==> config.mk <==
export PLATFORM = sky130hd
export DESIGN_NAME = encoder_batch_sequencer
export DESIGN_NICKNAME = d
export VERILOG_FILES = /design/src/rtl/encoder_batch_sequencer.sv
export SDC_FILE = /design/constraint.sdc
export NUM_CORES = 1
export LEC_CHECK = 0
export BUFFER_PORTS_ARGS = -buffer_cell sky130_fd_sc_hd__buf_2
export CELL_PAD_IN_SITES_DETAIL_PLACEMENT = 2
export CELL_PAD_IN_SITES_GLOBAL_PLACEMENT = 2
export CORE_ASPECT_RATIO = 0.75
export CORE_MARGIN = 4
export CORE_UTILIZATION = 25
export CTS_BUF_LIST = sky130_fd_sc_hd__clkbuf_16
export DETAILED_ROUTE_END_ITERATION = 10
export GPL_TIMING_DRIVEN = 0
export PLACE_DENSITY = 0.61
export SLEW_MARGIN = 40
export SYNTH_ARGS = -nofsm -noshare
export SYNTH_HDL_FRONTEND = slang
export SYNTH_SLANG_ARGS = --single-unit
==> constraint.sdc <==
create_clock -name clk -period 5.3 [get_ports clk]
set_clock_uncertainty 0.2 [all_clocks]
set_input_delay 1.59 -clock clk [delete_from_list [all_inputs] [get_ports clk]]
set_output_delay 1.59 -clock clk [all_outputs]
set_load 0.01 [all_outputs]
==> src/rtl/encoder_batch_sequencer.sv <==
// encoder_batch_sequencer
//   Steps the encoder through a batch of file indices over its start/finish
//   handshake. For each file it pulses enc_start for START_HOLD cycles and then
//   waits for a fresh rising finish. A per-file watchdog catches files that
//   never finish.
//
// Ports
//   clk          system clock, rising edge
//   rst          synchronous active-high reset
//   go           batch start request (honoured in IDLE only)
//   abort        cancel the batch from any state; no done pulse
//   enc_finish   encoder finish level
//   enc_start    encoder start, high START_HOLD cycles per file
//   file_index   file index presented to the encoder
//   busy         high from the first START through DONE
//   done         one-cycle pulse at the end of a batch
//   files_done   files completed normally in the current/last batch
//   err_timeout  sticky timeout flag, cleared by go
//   timeout_idx  file_index of the most recent timeout
module encoder_batch_sequencer #(
  parameter int IDX_W      = 10,
  parameter int FIRST_IDX  = 0,
  parameter int NUM_FILES  = 8,
  parameter int START_HOLD = 3,
  parameter int TIMEOUT    = 4096,
  parameter int TO_W       = 16,
  parameter int STOP_ON_TO = 1
) (
  input  logic             clk,
  input  logic             rst,
  input  logic             go,
  input  logic             abort,
  input  logic             enc_finish,
  output logic             enc_start,
  output logic [IDX_W-1:0] file_index,
  output logic             busy,
  output logic             done,
  output logic [IDX_W-1:0] files_done,
  output logic             err_timeout,
  output logic [IDX_W-1:0] timeout_idx
);

  typedef enum logic [2:0] {
    S_IDLE,
    S_START,
    S_WAIT,
    S_NEXT,
    S_DONE
  } state_t;

  localparam int HOLD_W = (START_HOLD > 1) ? $clog2(START_HOLD) : 1;
  localparam logic [IDX_W-1:0]  FIRST     = IDX_W'(FIRST_IDX);
  localparam logic [IDX_W-1:0]  LAST      = IDX_W'(FIRST_IDX + NUM_FILES - 1);
  localparam logic [HOLD_W-1:0] HOLD_LAST = HOLD_W'(START_HOLD - 1);
  localparam bit                TO_EN     = (TIMEOUT > 0);
  localparam logic [TO_W-1:0]   TO_LAST   = TO_W'((TIMEOUT > 0) ? TIMEOUT - 1 : 0);
  localparam bit                STOP_EN   = (STOP_ON_TO != 0);

  state_t             state_reg, state_next;
  logic [HOLD_W-1:0]  hold_cnt_reg, hold_cnt_next;
  logic [TO_W-1:0]    to_cnt_reg, to_cnt_next;
  logic               armed_reg, armed_next;
  logic [IDX_W-1:0]   file_index_reg, file_index_next;
  logic [IDX_W-1:0]   files_done_reg, files_done_next;
  logic               err_timeout_reg, err_timeout_next;
  logic [IDX_W-1:0]   timeout_idx_reg, timeout_idx_next;
  logic               enc_start_reg, enc_start_next;
  logic               busy_reg, busy_next;
  logic               done_reg, done_next;

  logic complete;
  logic timed_out;
  logic is_last;

  // A finish only counts once it has been seen low for this file, so a level
  // left high by the previous file cannot complete the new one.
  assign complete  = armed_reg && enc_finish;
  assign timed_out = TO_EN && (to_cnt_reg == TO_LAST);
  assign is_last   = (file_index_reg == LAST);

  always_ff @(posedge clk) begin
    if (rst) begin
      state_reg       <= S_IDLE;
      hold_cnt_reg    <= '0;
      to_cnt_reg      <= '0;
      armed_reg       <= 1'b0;
      file_index_reg  <= FIRST;
      files_done_reg  <= '0;
      err_timeout_reg <= 1'b0;
      timeout_idx_reg <= '0;
      enc_start_reg   <= 1'b0;
      busy_reg        <= 1'b0;
      done_reg        <= 1'b0;
    end else begin
      state_reg       <= state_next;
      hold_cnt_reg    <= hold_cnt_next;
      to_cnt_reg      <= to_cnt_next;
      armed_reg       <= armed_next;
      file_index_reg  <= file_index_next;
      files_done_reg  <= files_done_next;
      err_timeout_reg <= err_timeout_next;
      timeout_idx_reg <= timeout_idx_next;
      enc_start_reg   <= enc_start_next;
      busy_reg        <= busy_next;
      done_reg        <= done_next;
    end
  end

  always_comb begin
    state_next       = state_reg;
    hold_cnt_next    = hold_cnt_reg;
    to_cnt_next      = to_cnt_reg;
    armed_next       = armed_reg;
    file_index_next  = file_index_reg;
    files_done_next  = files_done_reg;
    err_timeout_next = err_timeout_reg;
    timeout_idx_next = timeout_idx_reg;

    if (abort && (state_reg != S_IDLE)) begin
      // Abort beats completion and timeout: counters are left untouched.
      state_next      = S_IDLE;
      file_index_next = FIRST;
    end else begin
      case (state_reg)
        S_IDLE: begin
          if (go && !abort) begin
            state_next       = S_START;
            files_done_next  = '0;
            err_timeout_next = 1'b0;
            file_index_next  = FIRST;
            hold_cnt_next    = '0;
            armed_next       = 1'b0;
          end
        end

        S_START: begin
          if (!enc_finish) begin
            armed_next = 1'b1;
          end
          if (hold_cnt_reg == HOLD_LAST) begin
            state_next  = S_WAIT;
            to_cnt_next = '0;
          end else begin
            hold_cnt_next = hold_cnt_reg + HOLD_W'(1);
          end
        end

        S_WAIT: begin
          if (!enc_finish) begin
            armed_next = 1'b1;
          end
          if (complete) begin
            files_done_next = files_done_reg + IDX_W'(1);
            state_next      = is_last ? S_DONE : S_NEXT;
          end else if (timed_out) begin
            err_timeout_next = 1'b1;
            timeout_idx_next = file_index_reg;
            state_next       = (STOP_EN || is_last) ? S_DONE : S_NEXT;
          end else if (TO_EN) begin
            to_cnt_next = to_cnt_reg + TO_W'(1);
          end
        end

        S_NEXT: begin
          // Index advances on the edge into START so it is stable for the
          // whole START/WAIT span of each file.
          file_index_next = file_index_reg + IDX_W'(1);
          state_next      = S_START;
          hold_cnt_next   = '0;
          armed_next      = 1'b0;
        end

        S_DONE: begin
          state_next      = S_IDLE;
          file_index_next = FIRST;
        end

        default: begin
          state_next      = S_IDLE;
          file_index_next = FIRST;
        end
      endcase
    end

    // Outputs are registered from the next state so they line up with it.
    enc_start_next = (state_next == S_START);
    busy_next      = (state_next != S_IDLE);
    done_next      = (state_next == S_DONE);
  end

  assign enc_start   = enc_start_reg;
  assign file_index  = file_index_reg;
  assign busy        = busy_reg;
  assign done        = done_reg;
  assign files_done  = files_done_reg;
  assign err_timeout = err_timeout_reg;
  assign timeout_idx = timeout_idx_reg;

endmodule

==> flow_summary.toml <==
[global_routing]
grt_max_degree = 17
overflow = 0
grt_pass1_vias = 2537
antenna_found_initial = 0
track_usage = 0.1397
grt_pass1_wl_um = 13880

[synthesis]
synth_cell_types = 54
synthFlopType = "dfxtp_1"
synth_area_um2 = 2679
avgSynthCellArea_um2 = 8.870
netlist_instances = 302
synth-edff-count = 0
synth_async_sr_flop_share = 0
synth_fp_nets = 311
ys_seq_elements = 56
ys_seq_area_frac = 0.4185
ys_warn_count = 0

[sta]
hold_viol = 0
slew_violations = 0
period_share = 0.6015
period_minus_slack_ps = 3188
maxSlewHeadroom = 0.4997
max_freq_mhz = 313.7
fin_setup_tns_ps = 0
finalSetupViolCount = 0
layout_setup_ws_ps = 2112
worst_pin_slew_ps = 749.0
rsz0062_at_grt = "false"

[routing]
drt-vias-per-instance = 5.157
antenna_left = 0
drt_wl_total_um = 8332
drt_pass1_iterations = 4
dr_total_vias = 2496
drc_errors = 0
drt_iter0_drc = 141
wl_per_cell_um = 17.21

[final_layout]
postLayoutCellArea_um2 = 3202
antenna_cells = 0
area_growth_pct = 19.52
largest_register_ffs = 16
layout_common_cells = "dfxtp_1, nor2_1, buf_2, nand2_1, a21oi_1"
final.fill_count = 1201
finalNetCount = 356
final_common_cell = "dfxtp_1"
layout-drive-gt1-share = 0.1667
fin_cells = 484

[power]
ir_worst_vdd_v = 0.0001271
p_comb_frac = 0.048
netSwitchingFraction = 0.2215
p_per_area_nw_per_um2 = 263.5
seq_power_share = 0.506
p_int_mw = 0.6568
leakagePower_nw = 1.203
p_total_mw = 0.8436
p_sw_mw = 0.1868
p_clk_frac = 0.446

[clocking]
postCtsHoldBufs = 0
clock_latency_ps = 300
cts-resized-gates = 0
postCtsSetupBuffers = 0
cts.sink_count = 56
cts_max_path_buffers = 2
h-tree-depth = 2
tritoncts.num_buffers = 5
root_buffer = "clkbuf_16"
cts_tree = "built"
clk_pin_slew_ps = 70

[place]
dp_cells = 476
dp_slack_ps = 1795
hpwl_um = 6275
routabilityCongestion = 0.7009
postPlaceCellArea_um2 = 3039
io_buffers = 38

[worst_hold_path]
min_path_type = "flop to flop"
hp-start = "hold_cnt_reg[1]"
hold_path_depth = 2
min_to = "hold_cnt_reg[1]"

[run_status]
outcome = "completed"

[flow_run]
drv_cap = 0

[die]
initial_core_util = 0.2583
io_pins = 39
die_y_um = 97.65
std_cell_rows = 32
core-area_um2 = 10370
die-area_um2 = 12450
fp.dieW_um = 127.5

[worst_setup_path]
rrSetupSlack_ps = 2810
path_max_fanout = 6
r2r-end = "timeout_idx[9]"
ff2ff_path_depth = 7
worstSetupEndpointType = "flop"
arrival_ps = 3240
critical_path_required_ps = 5350
r2r-start = "state_reg[1]"
cp-start-kind = "input port"
path_class = "input port to flop"
-- worst max path at each step --
| stage | endpoint | startpoint | cells after the start |
|---|---|---|---|
| 2_1_floorplan | armed_reg | enc_finish | 5 |
| 3_3_place_gp | files_done[9] | abort | 6 |
| 3_5_place_dp | files_done[5] | abort | 6 |
| 4_1_cts | files_done[5] | abort | 6 |
| 5_1_grt | files_done[9] | abort | 6 |
| 6_report | to_cnt_reg[12] | enc_finish | 6 |
-- worst max-delay path, cell delays in order --
cell,delay (ps)
buf_2,150
nor4bb_1,180
o32ai_1,370
o2111ai_1,380
or4_1,490
nand2_1,80
-- through the flow --
| stage | hold slack [ps] | util |
|---|---|---|
| 5_1_grt | 314.1 | 0.3088 |
| 3_3_place_gp | 245.6 | 0.2931 |
| 3_5_place_dp | 255.4 | 0.2931 |
| 2_1_floorplan | 235.6 | - |
| 6_report | 271.7 | 0.3088 |
| 4_1_cts | 270.6 | 0.3088 |
-- cell usage after synthesis (all sizes together), types with 4 or more instances --
library cell,instances,share of area
and3,5,0.012
and4,4,0.014
nand4,13,0.030
dfxtp,56,0.42
inv,5,0.0070
nor4,4,0.015
ha,4,0.019
nand2b,4,0.0093
xnor2,7,0.023
nand2,20,0.028
clkbuf,8,0.012
xor2,11,0.036
nand3,12,0.022
a21oi,16,0.030
mux2i,12,0.045
nor3,5,0.0093
buf,5,0.010
or4,6,0.017
nor2,43,0.060
o21ai,10,0.019
or3,10,0.023
-- metal layers --
metal,part of all wire,vias up,GRT usage
li1,-,1195,-
met1,0.51,1249,0.1971
met2,0.44,41,0.2111
met3,0.030,11,0.02967
met4,0.016,0,0.04369
met5,0,-,0
-- power by group through the flow --
stage | clock network [mW] | registers (mW) | logic (mW)
after floorplan | 0 | 0.437 | 0.0249
after global placement | 0 | 0.437 | 0.0403
after detailed placement | 0 | 0.437 | 0.0412
after CTS | 0.391 | 0.427 | 0.0413
after global routing | 0.415 | 0.427 | 0.0452
final | 0.376 | 0.427 | 0.0404
-- cells by family (layout without fill, tap and decap cells) --
kind of cell / Yosys count / in the layout / share of synthesized area
AOI/OAI and AO/OA: 59 / 59 / 0.1621
xor gates and xnor gates: 18 / 18 / 0.05885
adders and majority gates: 4 / 4 / 0.01868
buffers and inverters: 18 / 64 / 0.02896
DFF: 56 / 56 / 0.4185
muxes: 12 / 12 / 0.04484
and+or+nand+nor: 135 / 135 / 0.2681
-- final cells by class --
class	instances	area [µm²]	share of cell area
tap	136	170.2	0.05315
sequential	56	1121	0.3501
clock inverter	3	37.54	0.01172
clock buffer	5	125.1	0.03908
buffer	13	58.81	0.01837
inverter	5	18.77	0.005862
multi-input combinational	228	1480	0.4623
timing repair buffer	38	190.2	0.05940
No activity file was read; power rests on OpenSTA's default activity.
